==> src/rtl/ram_arbiter_if.sv <==
// ram_arbiter_if: one requester's access channel into ram_arbiter.
//   master modport (requester): drives req, we, addr, wdata; sees gnt, rvalid, rdata
//   slave  modport (arbiter)  : sees req, we, addr, wdata; drives gnt, rvalid, rdata
//   req/we/addr/wdata : access request, 1 = write / 0 = read, address, write data
//   gnt               : request accepted this cycle (combinational)
//   rvalid            : one-cycle pulse, rdata holds the read result
//   rdata             : registered read data, held until the next read completes
interface ram_arbiter_if #(
  parameter int ADDR_WIDTH = 8,
  parameter int DATA_WIDTH = 8
);
  logic                  req;
  logic                  we;
  logic [ADDR_WIDTH-1:0] addr;
  logic [DATA_WIDTH-1:0] wdata;
  logic                  gnt;
  logic                  rvalid;
  logic [DATA_WIDTH-1:0] rdata;

  modport master (
    output req, we, addr, wdata,
    input  gnt, rvalid, rdata
  );

  modport slave (
    input  req, we, addr, wdata,
    output gnt, rvalid, rdata
  );
endinterface

==> src/rtl/ram_arbiter.sv <==
// ram_arbiter: shares one single-port RAM (sync write, async read) between
// requesters A and B. After reset it optionally zero-fills the RAM, then
// grants one access per cycle round-robin and registers read data back.
//   clk, rst      : clock, synchronous active-high reset
//   busy          : high while the clear sweep runs; requests are ignored
//   a, b          : requester channels (ram_arbiter_if slave modport)
//   ram_wr_en     : RAM write enable
//   ram_addr      : RAM address
//   ram_d_in      : RAM write data
//   ram_d_out     : RAM asynchronous read data
//
// state   | meaning
// S_CLEAR | zero-fill sweep, one address per cycle, busy = 1
// S_ARB   | round-robin arbitration, one access per cycle
module ram_arbiter #(
  parameter int ADDR_WIDTH     = 8,
  parameter int DATA_WIDTH     = 8,
  parameter bit CLEAR_ON_RESET = 1'b1
) (
  input  logic                  clk,
  input  logic                  rst,
  output logic                  busy,
  ram_arbiter_if.slave          a,
  ram_arbiter_if.slave          b,
  output logic                  ram_wr_en,
  output logic [ADDR_WIDTH-1:0] ram_addr,
  output logic [DATA_WIDTH-1:0] ram_d_in,
  input  logic [DATA_WIDTH-1:0] ram_d_out
);

  typedef enum logic {S_CLEAR, S_ARB} state_t;

  localparam state_t RESET_STATE = CLEAR_ON_RESET ? S_CLEAR : S_ARB;

  state_t                state, state_nxt;
  logic [ADDR_WIDTH-1:0] clr_addr;
  logic                  last_b;       // 1 = B won the most recent grant
  logic                  win_a, win_b;
  logic                  a_rvalid_q, b_rvalid_q;
  logic [DATA_WIDTH-1:0] a_rdata_q, b_rdata_q;

  always_ff @(posedge clk) begin
    if (rst) begin
      state      <= RESET_STATE;
      clr_addr   <= '0;
      last_b     <= 1'b1;
      a_rvalid_q <= 1'b0;
      b_rvalid_q <= 1'b0;
      a_rdata_q  <= '0;
      b_rdata_q  <= '0;
    end else begin
      state <= state_nxt;
      // wraps back to 0 on the last sweep write, ready for the next reset
      if (state == S_CLEAR)
        clr_addr <= clr_addr + 1'b1;
      if (win_a)
        last_b <= 1'b0;
      else if (win_b)
        last_b <= 1'b1;
      a_rvalid_q <= win_a & ~a.we;
      b_rvalid_q <= win_b & ~b.we;
      if (win_a && !a.we)
        a_rdata_q <= ram_d_out;
      if (win_b && !b.we)
        b_rdata_q <= ram_d_out;
    end
  end

  always_comb begin
    state_nxt = state;
    busy      = 1'b0;
    win_a     = 1'b0;
    win_b     = 1'b0;
    ram_wr_en = 1'b0;
    ram_addr  = '0;
    ram_d_in  = '0;
    if (rst) begin
      // reset is sampled this cycle: no grants, no RAM writes
      busy = CLEAR_ON_RESET;
    end else begin
      case (state)
        S_CLEAR: begin
          busy      = 1'b1;
          ram_wr_en = 1'b1;
          ram_addr  = clr_addr;
          if (clr_addr == '1)
            state_nxt = S_ARB;
        end
        S_ARB: begin
          // on a tie the requester that did not win last time goes first
          win_a = a.req & (~b.req | last_b);
          win_b = b.req & (~a.req | ~last_b);
          if (win_a) begin
            ram_wr_en = a.we;
            ram_addr  = a.addr;
            ram_d_in  = a.wdata;
          end else if (win_b) begin
            ram_wr_en = b.we;
            ram_addr  = b.addr;
            ram_d_in  = b.wdata;
          end
        end
        default: state_nxt = RESET_STATE;
      endcase
    end
  end

  assign a.gnt    = win_a;
  assign b.gnt    = win_b;
  // a read completion still in flight when reset arrives is dropped
  assign a.rvalid = a_rvalid_q & ~rst;
  assign b.rvalid = b_rvalid_q & ~rst;
  assign a.rdata  = a_rdata_q;
  assign b.rdata  = b_rdata_q;

endmodule

==> src/flat_wrapper.sv <==
// flat-port wrapper written by rule: the top's interface ports become plain ports
module ram_arbiter_flat 
#(
  parameter int ADDR_WIDTH     = 8,
  parameter int DATA_WIDTH     = 8,
  parameter bit CLEAR_ON_RESET = 1'b1
)
  (clk, rst, busy, ram_wr_en, ram_addr, ram_d_in, ram_d_out, a_req, a_we, a_addr, a_wdata, a_gnt, a_rvalid, a_rdata, b_req, b_we, b_addr, b_wdata, b_gnt, b_rvalid, b_rdata);
  ram_arbiter_if #(.ADDR_WIDTH(ADDR_WIDTH), .DATA_WIDTH(DATA_WIDTH)) a_i ();
  ram_arbiter_if #(.ADDR_WIDTH(ADDR_WIDTH), .DATA_WIDTH(DATA_WIDTH)) b_i ();
  input  logic clk;
  input  logic rst;
  output logic busy;
  output logic ram_wr_en;
  output logic [ADDR_WIDTH-1:0] ram_addr;
  output logic [DATA_WIDTH-1:0] ram_d_in;
  input  logic [DATA_WIDTH-1:0] ram_d_out;
  input wire logic [$bits(a_i.req)-1:0] a_req;
  input wire logic [$bits(a_i.we)-1:0] a_we;
  input wire logic [$bits(a_i.addr)-1:0] a_addr;
  input wire logic [$bits(a_i.wdata)-1:0] a_wdata;
  output wire logic [$bits(a_i.gnt)-1:0] a_gnt;
  output wire logic [$bits(a_i.rvalid)-1:0] a_rvalid;
  output wire logic [$bits(a_i.rdata)-1:0] a_rdata;
  input wire logic [$bits(b_i.req)-1:0] b_req;
  input wire logic [$bits(b_i.we)-1:0] b_we;
  input wire logic [$bits(b_i.addr)-1:0] b_addr;
  input wire logic [$bits(b_i.wdata)-1:0] b_wdata;
  output wire logic [$bits(b_i.gnt)-1:0] b_gnt;
  output wire logic [$bits(b_i.rvalid)-1:0] b_rvalid;
  output wire logic [$bits(b_i.rdata)-1:0] b_rdata;
  assign a_i.req = a_req;
  assign a_i.we = a_we;
  assign a_i.addr = a_addr;
  assign a_i.wdata = a_wdata;
  assign a_gnt = a_i.gnt;
  assign a_rvalid = a_i.rvalid;
  assign a_rdata = a_i.rdata;
  assign b_i.req = b_req;
  assign b_i.we = b_we;
  assign b_i.addr = b_addr;
  assign b_i.wdata = b_wdata;
  assign b_gnt = b_i.gnt;
  assign b_rvalid = b_i.rvalid;
  assign b_rdata = b_i.rdata;
  ram_arbiter #(.ADDR_WIDTH(ADDR_WIDTH), .DATA_WIDTH(DATA_WIDTH), .CLEAR_ON_RESET(CLEAR_ON_RESET)) u_core (.clk(clk), .rst(rst), .busy(busy), .a(a_i), .b(b_i), .ram_wr_en(ram_wr_en), .ram_addr(ram_addr), .ram_d_in(ram_d_in), .ram_d_out(ram_d_out));
endmodule
==> config.mk <==
export PLATFORM = sky130hd
export DESIGN_NAME = ram_arbiter_flat
export DESIGN_NICKNAME = d
export VERILOG_FILES = /design/src/rtl/ram_arbiter_if.sv /design/src/rtl/ram_arbiter.sv /design/src/flat_wrapper.sv
export SDC_FILE = /design/constraint.sdc
export NUM_CORES = 1
export LEC_CHECK = 0
export CAP_MARGIN = 0
export CELL_PAD_IN_SITES_DETAIL_PLACEMENT = 1
export CELL_PAD_IN_SITES_GLOBAL_PLACEMENT = 1
export CORE_MARGIN = 5
export CORE_UTILIZATION = 27
export CTS_CLUSTER_DIAMETER = 50
export CTS_CLUSTER_SIZE = 12
export DETAILED_ROUTE_END_ITERATION = 8
export GPL_TIMING_DRIVEN = 1
export MAX_ROUTING_LAYER = met4
export PLACE_DENSITY = 0.83
export REMOVE_ABC_BUFFERS = 1
export SYNTH_ARGS = -nofsm -noshare
export SYNTH_HDL_FRONTEND = slang
export SYNTH_SLANG_ARGS = --single-unit
==> constraint.sdc <==
create_clock -name clk -period 1.7 [get_ports clk]
set_clock_uncertainty 0.1 [all_clocks]
set_input_delay 0.34 -clock clk [delete_from_list [all_inputs] [get_ports clk]]
set_output_delay 0.34 -clock clk [all_outputs]
set_load 0.1 [all_outputs]
* Yosys cells after proc, flatten, opt, wreduce, memory -nomap -nowiden
Cells that the tools add are included. W data, S select, Z words.
Word-level totals: flip-flop bits (word level) 28, input bits 46
Cells by class: $add $sub $neg 1, eq/ne operators 1, multiplexer cells 22, bitwise logic cells 15, reductions and logical operators 5
Operator list (count):
- $mux W8 | 7
- $pmux W8 S2 | 1
- $mux W1 | 13
- $add A8 B1 Y8 const B | 1
- $eq A8 B8 Y1 const B | 1
- $not A1 Y1 | 7
- $and A1 B1 Y1 | 6
- $logic_and A1 B1 Y1 | 2
- $logic_not A1 Y1 | 2
- $or A1 B1 Y1 | 2
- $pmux W1 S2 | 1
- $reduce_bool A2 Y1 | 1

* Logic depth before layout (Yosys ltp)
word-level depth 7, depth in mapped cells 5, gate-level depth less buffers 4

* Worst setup path after synthesis
No wires, ideal clock.
path kind register to output, start register u_core.state, end output port ram_addr[2], arrival 3.012 ns, data required time 1.260 ns, slack -1.752 ns, stages on the path, launching flop included 5, path through dfxtp_1 buf_2 buf_2 nor2_1 a211oi_1
Between the ends: cells in the longest elaborated chain, start to end 3
RTL lines:
- start: declaration | line ram_arbiter.sv:35 | state_t state, state_nxt;
- start signal: assignment | line ram_arbiter.sv:52 | state <= state_nxt;
- $not A1 Y1 | line ram_arbiter.sv:81 | case (state)
- $pmux W8 S2 * | line ram_arbiter.sv:81
- $mux W8 * | line ram_arbiter.sv:77 | if (rst) begin
- end: declaration | line flat_wrapper.sv:15 | output logic [ADDR_WIDTH-1:0] ram_addr;
Every way passes the cells marked *; elsewhere a longest branch is shown, timed or not.

* Worst setup path after layout
start register u_core.last_b, end output port ram_addr[7]
Between the ends: cells in the longest elaborated chain, start to end 7, elaborated cells on any way between the ends 9
RTL lines:
- start: declaration | line ram_arbiter.sv:37 | logic last_b;
- start signal: assignment | line ram_arbiter.sv:46 | last_b <= 1'b1;
- start signal: assignment | line ram_arbiter.sv:57 | last_b <= 1'b0;
- start signal: assignment | line ram_arbiter.sv:59 | last_b <= 1'b1;
- $not A1 Y1 | line ram_arbiter.sv:92 | win_b = b.req & (~a.req | ~last_b);
- $or A1 B1 Y1 | line ram_arbiter.sv:92
- $and A1 B1 Y1 | line ram_arbiter.sv:92
- $mux W8 | line ram_arbiter.sv:97 | end else if (win_b) begin
- $mux W8 * | line ram_arbiter.sv:93 | if (win_a) begin
- $pmux W8 S2 * | line ram_arbiter.sv:81
- $mux W8 * | line ram_arbiter.sv:77
Marks and branches as above.

==> run_results.csv <==
group,metric,value,unit
run_status,status,"complete, but fails checks",
run_status,violations,"setup timing",
power,powerDensity,429.4,nW/um2
routing,drt_pass1_iterations,4,
routing,wl_per_cell,19.65,um
global_routing,grt_max_degree,26,
routing,viasPerCell,5.043,
synth,netlist_top_cells_area,"dfxtp_1, mux2_4, a22o_1, a32oi_1, nor2b_1",
worst_hold_path,hold_path_class,"flop to flop",
routing,ant_nets,0,
routing,via_count,1740,
layout,syn_to_final_growth,113.9,%
floorplanning,start_util,27.79,%
clock_network,path_clk_slew,0.10,ns
layout,fin_cells,345,
power,power,1.405,mW
layout,fin_area,3273,um2
clock_network,cts_root_buffer,"clkbuf_8",
clock_network,cts-buffers-inserted,3,
synth,syn-cell-area,1530,um2
synth,seq_area_frac_synth,36.63,%
clock_network,max-clock-path-buffers,2,
layout,fin_util,59.44,%
synth,synth_cell_types,36,
sta,period_needed,2.074,ns
sta,finalHoldViolations,0,
sta,slew_violations,0,
global_routing,grt_pass1_vias,1929,
worst_setup_path,cp_max_fo,4,
sta,setup_slack,-0.3744,ns
floorplanning,std_cell_rows,27,
place,routabilityCongestion,0.7329,
clock_network,clk_latency,0.27,ns
sta,worstMarginPinSlew,0.3311,ns
floorplanning,die_x,85.28,um
worst_setup_path,worstSetupStartpoint,"u_core.last_b",
floorplanning,ios,84,
sta,grt_setup_unrepaired,"true",
routing,drt-total-wl,6778,um
routing,drc,0,
synth,synth-edff-count,0,
place,place_area,2998,um2
floorplanning,fp.dieArea,7273,um2
layout,drive_above_1_share,42.86,%
layout,diodes,0,
clock_network,cts_tree,"yes",
place,dp_cells,332,
global_routing,grt_pass1_wl,10360,um
global_routing,track_usage,18.63,%
routing,dr.first_iter.drc_count,61,
power,peakVddDrop,0.2796,mV
sta,tns,-5.441,ns
synth,postSynthCellCount,159,
global_routing,antenna_found_initial,0,
floorplanning,die_height,85.28,um
flow_run,maxCapViolations,0,
worst_setup_path,cp_data_arrival_time,1.63,ns
synth,ys_warn_count,0,
clock_network,htreeDepth,1,
sta,maxSlewHeadroom,77.89,%
global_routing,globalRouteOverflowTotal,0,
place,hpwl,4713,um
place,port_buffers,83,
sta,period_share,122.0,%
synth,avgSynthCellArea,9.624,um2
worst_setup_path,required,1.26,ns
worst_setup_path,r2r_start,"u_core.state",
synth,ys_async_sr_fraction,0,%
sta,setup_viol,19,
synth,synth_seq_cells,28,
layout,layout.nets,321,
worst_setup_path,start_kind,"flop",
worst_hold_path,min_from,"u_core.b.rdata[4]",
power,power_leakage,1.283,nW
worst_setup_path,end_kind,"primary output",
synth,synth-main-ff-cell,"dfxtp_1",
clock_network,cts_sinks,28,
synth,synth_top_area_share,36.63,%
synth,synth_largest_area_cell,"dfxtp_1",
clock_network,hold_buffers,0,
floorplanning,core_region_area,5507,um2
worst_setup_path,path_class,"flop to primary output",
sta,max_freq,0.4821,GHz
## report_power, final
group	total, mW	leakage, nW	switching (mW)	internal (mW)
Sequential	0.668	0.227	0.00954	0.658
Clock	0.416	0.0288	0.209	0.207
Combinational	0.321	1.03	0.144	0.177
## path summary, 6_finish.rpt
| path | end | slack [ns] | cells after the start |
|---|---|---|---|
| hold / removal | u_core.b.rdata[4] | 0.42 | 2 |
| setup / recovery | ram_addr[7] | -0.37 | 6 |
| hold reg to reg | u_core.b.rdata[4] | 0.42 | 2 |
| setup reg to reg | u_core.a.rdata[0] | 0.04 | 4 |
## stage by stage
stage / worst slack, ns / hold slack [ns]
global placement: -0.5427 / 0.3850
detailed placement: -0.7209 / 0.4019
CTS: -0.3731 / 0.4194
global route: -0.4187 / 0.4585
floorplan: -1.897 / 0.3091
finish: -0.3744 / 0.4178
## critical path: stages (launching register included)
cell      delay (ns)
dfxtp_4         0.39
nand2b_4        0.15
buf_4           0.15
a32oi_2         0.12
a211oi_2        0.22
buf_4           0.16
buf_12          0.16
## final cells by class
cell class              instances  area [um2]
inverters                       2       7.507
well taps                      72       90.09
flip-flops and latches         28       568.0
multi-input cells             120        1030
fillers                       565        2233
clock buffers                   4       55.05
repair buffers                119        1523
## registers in the layout, summed over array words and instances, names as in the netlist
name	flops
u_core.a.rdata	8
u_core.b.rdata	8
u_core.clr_addr	8
u_core.a_rvalid_q	1
u_core.b_rvalid_q	1
u_core.last_b	1
u_core.state	1
## metal layers
metal  track usage [%]  routed length [um]  part of all wire, %
met3             2.233                 272                  4.0
met2             36.30                3850                   57
met1             19.80                2556                   38
met4             4.029                  98                  1.4
met5                 -                   0                    0
## timing repair
action,in CTS,in global routing
gates cloned,4,0
gates resized for setup,30,12
buffers inserted,5,0
setup endpoints to repair,30,28
pin swaps,18,9
## cell usage after synthesis (all sizes together) (5+ instances only)
cell	number
mux2	8
a211oi	7
nand2b	11
dfxtp	28
nor2b	11
nor2	14
nand3	11
o21ai	12
a21oi	5
a32oi	8
buf	8
a22o	8
## kinds of logic after synthesis
logic type / Yosys count / share of synthesized area, %
xor gates and xnor gates: 4 / 2.290
and+or+nand+nor: 60 / 26.25
muxes: 9 / 8.504
DFF: 28 / 36.63
adders and majority gates: 1 / 0.8175
buffers and inverters: 13 / 4.661
AOI/OAI and AO/OA: 44 / 20.85
## placed cells by master (no fill, tap or decap), types with 2 or more instances in the layout
master           synthesis  final
nor2b_1                 11      9
a32oi_1                  8      4
nor2_1                  13     13
o21ai_1                  3      3
a211oi_1                 7      2
buf_12                   0     39
nand2b_1                10      9
clkdlybuf4s50_1          0     42
mux2_4                   8      8
nand3_1                 10     10
a211oi_2                 0      5
nand2b_4                 0      2
clkbuf_8                 0      4
nor2b_4                  0      2
nand4b_1                 3      3
dfxtp_4                  0      2
or3_1                    3      3
inv_1                    2      2
buf_4                    0     28
buf_6                    2      7
a32oi_2                  0      4
dfxtp_1                 28     26
clkdlybuf4s15_2          0      2
a22o_1                   8      7
nor3b_4                  1      2
a21oi_1                  5      4
xor2_1                   3      3
o21ai_0                  9      9
nor2_4                   1      2
Note: power is estimated with default switching activity, not from simulation.
